**src/rtl/elevator_pkg.sv**
```systemverilog
// Shared elevator definitions: floor count, index widths and a request-vector popcount.
package elevator_pkg;

   localparam int unsigned NUM_FLOORS = 5;
   localparam int unsigned FLOOR_W    = 3;
   localparam int unsigned COUNT_W    = 3;

   typedef logic [FLOOR_W-1:0]    floor_idx_t;
   typedef logic [NUM_FLOORS-1:0] floor_vec_t;

   // Number of set bits in a per-floor request vector.
   function automatic logic [COUNT_W-1:0] popcount(input floor_vec_t v);
      logic [COUNT_W-1:0] s;
      s = '0;
      for (int i = 0; i < NUM_FLOORS; i++) begin
         s = s + COUNT_W'(v[i]);
      end
      return s;
   endfunction

endpackage

```
**src/rtl/button_debouncer.sv**
```systemverilog
// One floor button: 2-flop synchronizer, saturating debounce counter, registered
// debounced level and rising-edge press detect.
module button_debouncer #(
   parameter int unsigned DEBOUNCE_CYCLES = 4
) (
   input  logic clk,
   input  logic reset,
   input  logic btn_raw,
   output logic press_c
);

   localparam int unsigned CNT_W = 4;
   localparam logic [CNT_W-1:0] CNT_MAX = CNT_W'(DEBOUNCE_CYCLES);

   logic             sync1;
   logic             sync2;
   logic [CNT_W-1:0] cnt;
   logic             deb;
   logic             deb_prev;

   always_ff @(posedge clk or posedge reset) begin
      if (reset) begin
         sync1    <= 1'b0;
         sync2    <= 1'b0;
         cnt      <= '0;
         deb      <= 1'b0;
         deb_prev <= 1'b0;
      end else begin
         sync1 <= btn_raw;
         sync2 <= sync1;
         if (!sync2) begin
            cnt <= '0;
         end else if (cnt != CNT_MAX) begin
            cnt <= cnt + CNT_W'(1);
         end
         deb      <= (cnt == CNT_MAX);
         deb_prev <= deb;
      end
   end

   // A held button yields a single event on the debounced rising edge.
   assign press_c = deb & ~deb_prev;

endmodule

```
**src/rtl/floor_request_manager.sv**
```systemverilog
// Latches debounced floor-call presses until the controller services the floor.
// Optional fire-recall override enabled by defining FRM_FIRE_RECALL_EN.
module floor_request_manager
   import elevator_pkg::*;
#(
   parameter int unsigned DEBOUNCE_CYCLES = 4
) (
   input  logic                  clk,
   input  logic                  reset,
   input  logic [NUM_FLOORS-1:0] btn_raw,
   input  logic                  door_open,
   input  logic [FLOOR_W-1:0]    serviced_floor,
`ifdef FRM_FIRE_RECALL_EN
   input  logic                  fire_recall,
`endif
   output logic [NUM_FLOORS-1:0] floor_request,
   output logic                  request_pending,
   output logic [COUNT_W-1:0]    request_count
);

   floor_vec_t press_c;
   floor_vec_t clr_c;
   floor_vec_t next_c;

   for (genvar i = 0; i < NUM_FLOORS; i++) begin : g_btn
      button_debouncer #(
         .DEBOUNCE_CYCLES(DEBOUNCE_CYCLES)
      ) u_deb (
         .clk    (clk),
         .reset  (reset),
         .btn_raw(btn_raw[i]),
         .press_c(press_c[i])
      );
   end

   // Clear beats set; out-of-range serviced_floor matches no bit.
   always_comb begin
      clr_c = '0;
      for (int i = 0; i < NUM_FLOORS; i++) begin
         clr_c[i] = door_open && (serviced_floor == FLOOR_W'(i));
      end
      next_c = (floor_request | press_c) & ~clr_c;
`ifdef FRM_FIRE_RECALL_EN
      if (fire_recall) begin
         next_c = NUM_FLOORS'(1);
      end
`endif
   end

   always_ff @(posedge clk or posedge reset) begin
      if (reset) begin
         floor_request   <= '0;
         request_pending <= 1'b0;
         request_count   <= '0;
      end else begin
         floor_request   <= next_c;
         request_pending <= |next_c;
         request_count   <= popcount(next_c);
      end
   end

endmodule
```
**config.mk**
```make
export PLATFORM = sky130hd
export DESIGN_NAME = floor_request_manager
export DESIGN_NICKNAME = d
export VERILOG_FILES = /design/src/rtl/elevator_pkg.sv /design/src/rtl/button_debouncer.sv /design/src/rtl/floor_request_manager.sv
export SDC_FILE = /design/constraint.sdc
export NUM_CORES = 1
export LEC_CHECK = 0
export CORE_MARGIN = 4
export CORE_UTILIZATION = 55
export CTS_CLUSTER_DIAMETER = 40
export DETAILED_ROUTE_END_ITERATION = 8
export GPL_TIMING_DRIVEN = 0
export PLACE_DENSITY = 0.89
export SETUP_SLACK_MARGIN = 0.2
export SLEW_MARGIN = 25
export SYNTH_ARGS = -nofsm -noshare
export SYNTH_HDL_FRONTEND = slang
export SYNTH_SLANG_ARGS = --single-unit
```
**constraint.sdc**
```tcl
create_clock -name clk -period 2.3 [get_ports clk]
set_clock_uncertainty 0.1 [all_clocks]
set_input_delay 0.345 -clock clk [delete_from_list [all_inputs] [get_ports clk]]
set_output_delay 0.345 -clock clk [all_outputs]
set_load 0.01 [all_outputs]
```
# Word level (Yosys, flattened, before mapping)
# Index checks and enable logic that the tools add are counted.
op_classes:
  addsub: 9
  n_mul: 0
  div_mod_pow: 0
  order_cmp: 0
  eq_ne: 19
  shifts: 0
  muxes: 10
  bitwise: 13
  reduce_logical: 7
op_table:
  columns: ["op", "n"]
  rows:
  - ["two-way mux 4 bit", 10]
  - ["adder 4 x 1 -> 4 bit, second input constant", 5]
  - ["equality test 4 x 3 -> 1 bit, second input constant", 5]
  - ["!= test 4 x 3 -> 1 bit, second input constant", 5]
  - ["!= test 2 bit, second input constant", 5]
  - ["adder 3 x 1 -> 3 bit", 2]
  - ["equality test 3 x 2 -> 1 bit, second input constant", 2]
  - ["AND 1 bit", 5]
  - ["AND 5 bit", 1]
  - ["logical AND 1 bit", 5]
  - ["inverter 1 bit", 5]
  - ["inverter 5 bit", 1]
  - ["OR 5 bit", 1]
  - ["OR reduction 5 bit", 1]
  - ["adder 2 x 1 -> 3 bit", 1]
  - ["equality test 3 x 1 -> 1 bit, second input constant", 1]
  - ["equality test 3 bit, second input constant", 1]
  - ["zero test 3 bit", 1]
  - ["adder 1 x 1 -> 2 bit", 1]
word_totals:
  ff_bits: 49
  latch_bits: 0
  ramBits: 0
  rom_bits: 0
  out_inout_bits: 9
  elab_cells: 86
  memories: 0

# Longest topological paths before layout
logic_depth:
  word_depth: 8
  mapped_depth: 7

# Modules after synthesis
# From an unflattened synthesis, not the netlist that was laid out.
unflattened:
  cells_unflattened: 174
  area_unflattened_um2: 2084.5
modules_own_cells:
  columns: ["module", "n_inst", "cells_per_inst", "area_per_inst_um2", "seq_area_each_um2"]
  rows:
  - ["button_debouncer", 5, 29, 340.3, 200.2]
  - ["floor_request_manager", 1, 29, 382.9, 225.2]

# Worst setup path after synthesis
# OpenSTA, ideal clock, no wires.
synth_path:
  path_kind: "in2reg"
  startpoint: "input serviced_floor[2]"
  endpoint: "register request_count[0]"
  arrival_time_ns: 1.865
  required_time_ns: 2.064
  setup_slack_ns: 0.199
  cell_stages: 5
  path_buffers: 0
  path_cell_list: "nand2b_1 o32ai_1 fa_1 inv_1 fa_1"
synth_via:
  elab_chain_cells: 8
  word_cells_on_any_way: 16
  classes_between: "4 x add/sub; 4 x eq/ne; 2 x bitwise; 6 x reduce/logical"
synth_rtl:
  columns: ["element", "line", "text"]
  rows:
  - ["start, declared", "floor_request_manager.sv:12", "input logic [FLOOR_W-1:0] serviced_floor,"]
  - ["equality test 3 x 1 -> 1 bit / zero test 3 bit (equally long branches)", "floor_request_manager.sv:40", "clr_c[i] = door_open && (serviced_floor == FLOOR_W'(i));"]
  - ["logical AND 1 bit", "floor_request_manager.sv:40", null]
  - ["inverter 5 bit (*)", "floor_request_manager.sv:42", "next_c = (floor_request | press_c) & ~clr_c;"]
  - ["AND 5 bit (*)", "floor_request_manager.sv:42", null]
  - ["adder 1 x 1 -> 2 bit", "elevator_pkg.sv:16", "s = s + COUNT_W'(v[i]);"]
  - ["adder 2 x 1 -> 3 bit", "elevator_pkg.sv:16", null]
  - ["adder 3 x 1 -> 3 bit", "elevator_pkg.sv:16", null]
  - ["adder 3 x 1 -> 3 bit (*)", "elevator_pkg.sv:16", null]
  - ["end signal, assigned", "floor_request_manager.sv:58", "request_count <= popcount(next_c);"]
  - ["end, declared", "floor_request_manager.sv:18", "output logic [COUNT_W-1:0] request_count"]
# Mark *: on every way between the ends. The rest lies on a longest branch, timed or not.
# A chain may end at the register's enable or synchronous reset.

# Worst setup path in the final report
layout_path:
  startpoint: "register g_btn[0].u_deb.deb"
  endpoint: "register request_count[1]"
layout_via:
  elab_chain_cells: 7
layout_rtl:
  columns: ["element", "line", "text"]
  rows:
  - ["start, declared", "button_debouncer.sv:18", "logic deb;"]
  - ["start signal, assigned", "button_debouncer.sv:36", "deb <= (cnt == CNT_MAX);"]
  - ["AND 1 bit", "button_debouncer.sv:42", "assign press_c = deb & ~deb_prev;"]
  - ["OR 5 bit", "floor_request_manager.sv:42", null]
  - ["AND 5 bit", "floor_request_manager.sv:42", null]
  - ["adder 1 x 1 -> 2 bit", "elevator_pkg.sv:16", null]
  - ["adder 2 x 1 -> 3 bit", "elevator_pkg.sv:16", null]
  - ["adder 3 x 1 -> 3 bit (2 in series)", "elevator_pkg.sv:16", null]
# Every way passes these cells.

==> qor.txt <==
gpl congestion - 0.720
initial antenna violation count - 0
Worst EP arrival - 2.19 ns
startpoint class of the critical path - flip-flop
main area contributors after synthesis - dfrtp_1 (61%), ha_1 (7.4%), mux2i_1 (4.9%), nor2b_1 (4.6%), xnor2_1 (4.3%)
Die H - 68.7 um
Clock Tree Root - clkbuf_8
final WL - 3.21 mm
Max-Slew Margin vs Limit - 0.668
RSZ-0062 raised after global routing - false
final period utilization - 0.892
diode count - 0
Area Growth Syn to Fin - 24.6%
die area - 4710 sq um
Worst VDD drop - 0.658 mV
Ports - 20
GR Overflow Total - 0
post-synthesis cell area - 2020 sq um
Yosys top cell by area - dfrtp_1
CTS sink count - 49
post-synthesis sequential area ratio - 0.606
Worst Path Max Fanout - 2
Iteration-0 DRC Markers - 45
DR vias - 1172
CP endpoint kind - flip-flop
WP data required - 2.44 ns
Pwr Density - 1230 nW/um^2
Hold Fails Final Rpt - 0
CTS tree - done
Period minus WS final - 2.05 ns
CP Class - reg2reg
drt first pass iters - 4
area of the multi-input gates - 798 sq um
Sequential Area - 1230 sq um
vias in the first global route - 1190
Yosys top cell area share - 0.606
# setup viols final - 0
post-route setup slack - 0.249 ns
Tightest Pin Transition - 0.496 ns
die width - 68.7 um
Final nets - 212
global-route wire length before repair - 4.91 mm
Core ar. - 3440 sq um
Skew-Pair Late Insertion Delay - 0.30 ns
setup_tns - 0 ns
largest net degree at the start of global routing - 36
Yosys Warn Count - 0
top achievable clock speed - 488 MHz
Filler cells - 198
Num CTS Buffers - 5
Place WS - -0.457 ns
max cap viols - 0
synthesized area per cell - 13.0 sq um
register bit count reported by yosys - 49
CTS Buffer Depth - 2
vias per inst - 5.01
Yosys cell types - 21
CTS H-tree lvls - 2
detailed placement HPWL - 2.13 mm
Avg WL per Cell - 13.7 um
# rows - 21
Syn Nets - 181
fraction of layout cells with a size suffix above 1 - 0.138
Mapped Cells - 156
Tot GR Track Use - 0.146
drt drc - 0
max-slew violations - 0
count of port buffers added during placement - 19
Initial Utilization - 0.588
leak pwr - 1.26 nW
clock-pin slew on the worst setup and hold paths - 0.09 ns
Hold WS - 0.225 ns
status - finished clean
worst min-delay path category - in2async
total power - 3.10 mW
post-route ant nets - 0
kinds of logic (layout without fill, tap and decap cells):
group,after synthesis,after routing,share of synthesized area
AO/OA/AOI/OAI,11,11,0.0439
flip-flops,49,49,0.606
AND/OR/NAND/NOR,40,40,0.122
adder cells (fa/ha/maj),14,14,0.0940
multiplexers,10,10,0.0495
buffers and inverters,22,54,0.0408
XOR/XNOR,10,10,0.0433
metal layers:
| layer | vias up | part of all wire | wire length [um] | GRT usage |
|---|---|---|---|---|
| li1 | 565 | - | - | - |
| met1 | 566 | 0.42 | 1350 | 0.162 |
| met2 | 30 | 0.50 | 1620 | 0.247 |
| met3 | 11 | 0.051 | 164 | 0.0438 |
| met4 | 0 | 0.025 | 80 | 0.0819 |
| met5 | - | 0 | 0 | 0 |
sequential cells by signal, indices dropped and copies added (netlist names):
register,flops
g_btn.u_deb.sync1,5
request_count,3
request_pending,1
g_btn.u_deb.cnt,20
g_btn.u_deb.deb,5
floor_request,5
g_btn.u_deb.sync2,5
g_btn.u_deb.deb_prev,5
synthesized netlist by cell type:
cell type / instances
a21boi_0: 5
a2bb2oi_1: 1
and2_1: 5
dfrtp_1: 49
fa_1: 2
ha_1: 12
inv_1: 21
inv_2: 1
mux2i_1: 10
nand2_1: 2
nand2b_1: 1
nand3_1: 5
nand3b_1: 5
nand4b_4: 1
nor2_1: 6
nor2b_1: 15
o22ai_1: 1
o2bb2ai_1: 1
o32a_1: 1
o32ai_1: 2
xnor2_1: 10
power breakdown:
part | leakage [nW] | switching (mW) | total [mW] | internal, mW
combinational | 0.571 | 0.551 | 1.16 | 0.611
clock | 0.0574 | 0.267 | 0.620 | 0.353
sequential | 0.628 | 0.199 | 1.32 | 1.12
final timing paths:
check	from	endpoint	slack, ns	cells past startpoint
setup / recovery	g_btn[0].u_deb.deb	request_count[1]	0.25	6
hold / removal	reset	g_btn[3].u_deb.sync1	0.23	2
setup reg to reg	g_btn[0].u_deb.deb	request_count[1]	0.25	6
hold reg to reg	g_btn[2].u_deb.sync1	g_btn[2].u_deb.sync2	0.25	0
max in group asynchronous	reset	g_btn[0].u_deb.cnt[0]	1.41	3
min in group clk	g_btn[2].u_deb.sync1	g_btn[2].u_deb.sync2	0.25	0
through the flow:
step / std cells / instance area, sq um / util
2_1_floorplan: 156 / 2030 / -
3_3_place_gp: 221 / 2280 / 0.662
3_5_place_dp: 222 / 2300 / 0.668
4_1_cts: 233 / 2470 / 0.719
5_1_grt: 234 / 2520 / 0.732
6_report: 234 / 2520 / 0.732
final cells by class:
type	instances	share of cell area
Tap cell	46	0.0228
Timing Repair Buffer	24	0.0938
Multi-Input combinational cell	85	0.317
Sequential cell	49	0.486
Clock buffer	6	0.0328
Clock inverter	2	0.0149
Inverter	22	0.0328
cell usage in the layout, fill, tap and decap left out, types with 2 or more instances in the layout:
| master | instances |
|---|---|
| a21boi_0 | 5 |
| and2_1 | 5 |
| buf_4 | 4 |
| clkbuf_8 | 6 |
| clkdlybuf4s50_1 | 15 |
| dfrtp_1 | 49 |
| dlygate4sd2_1 | 3 |
| ha_1 | 11 |
| inv_1 | 19 |
| inv_2 | 3 |
| mux2i_1 | 10 |
| nand2_1 | 2 |
| nand3_1 | 5 |
| nand3b_1 | 5 |
| nor2_1 | 6 |
| nor2b_1 | 12 |
| nor2b_4 | 2 |
| xnor2_1 | 10 |
critical path: stages (launching register included):
cell	delay (ns)
dfrtp_1	0.37
nor2b_4	0.17
o32ai_4	0.09
fa_1	0.57
inv_2	0.05
fa_2	0.37
ha_4	0.27
what timing repair did:
action	in CTS	in global routing
gates resized for setup	11	7
setup buffers	3	1
pin swaps	1	3
endpoints found under the setup margin	3	1
hold buffers	0	0
Power figures use the tool's default switching activity.
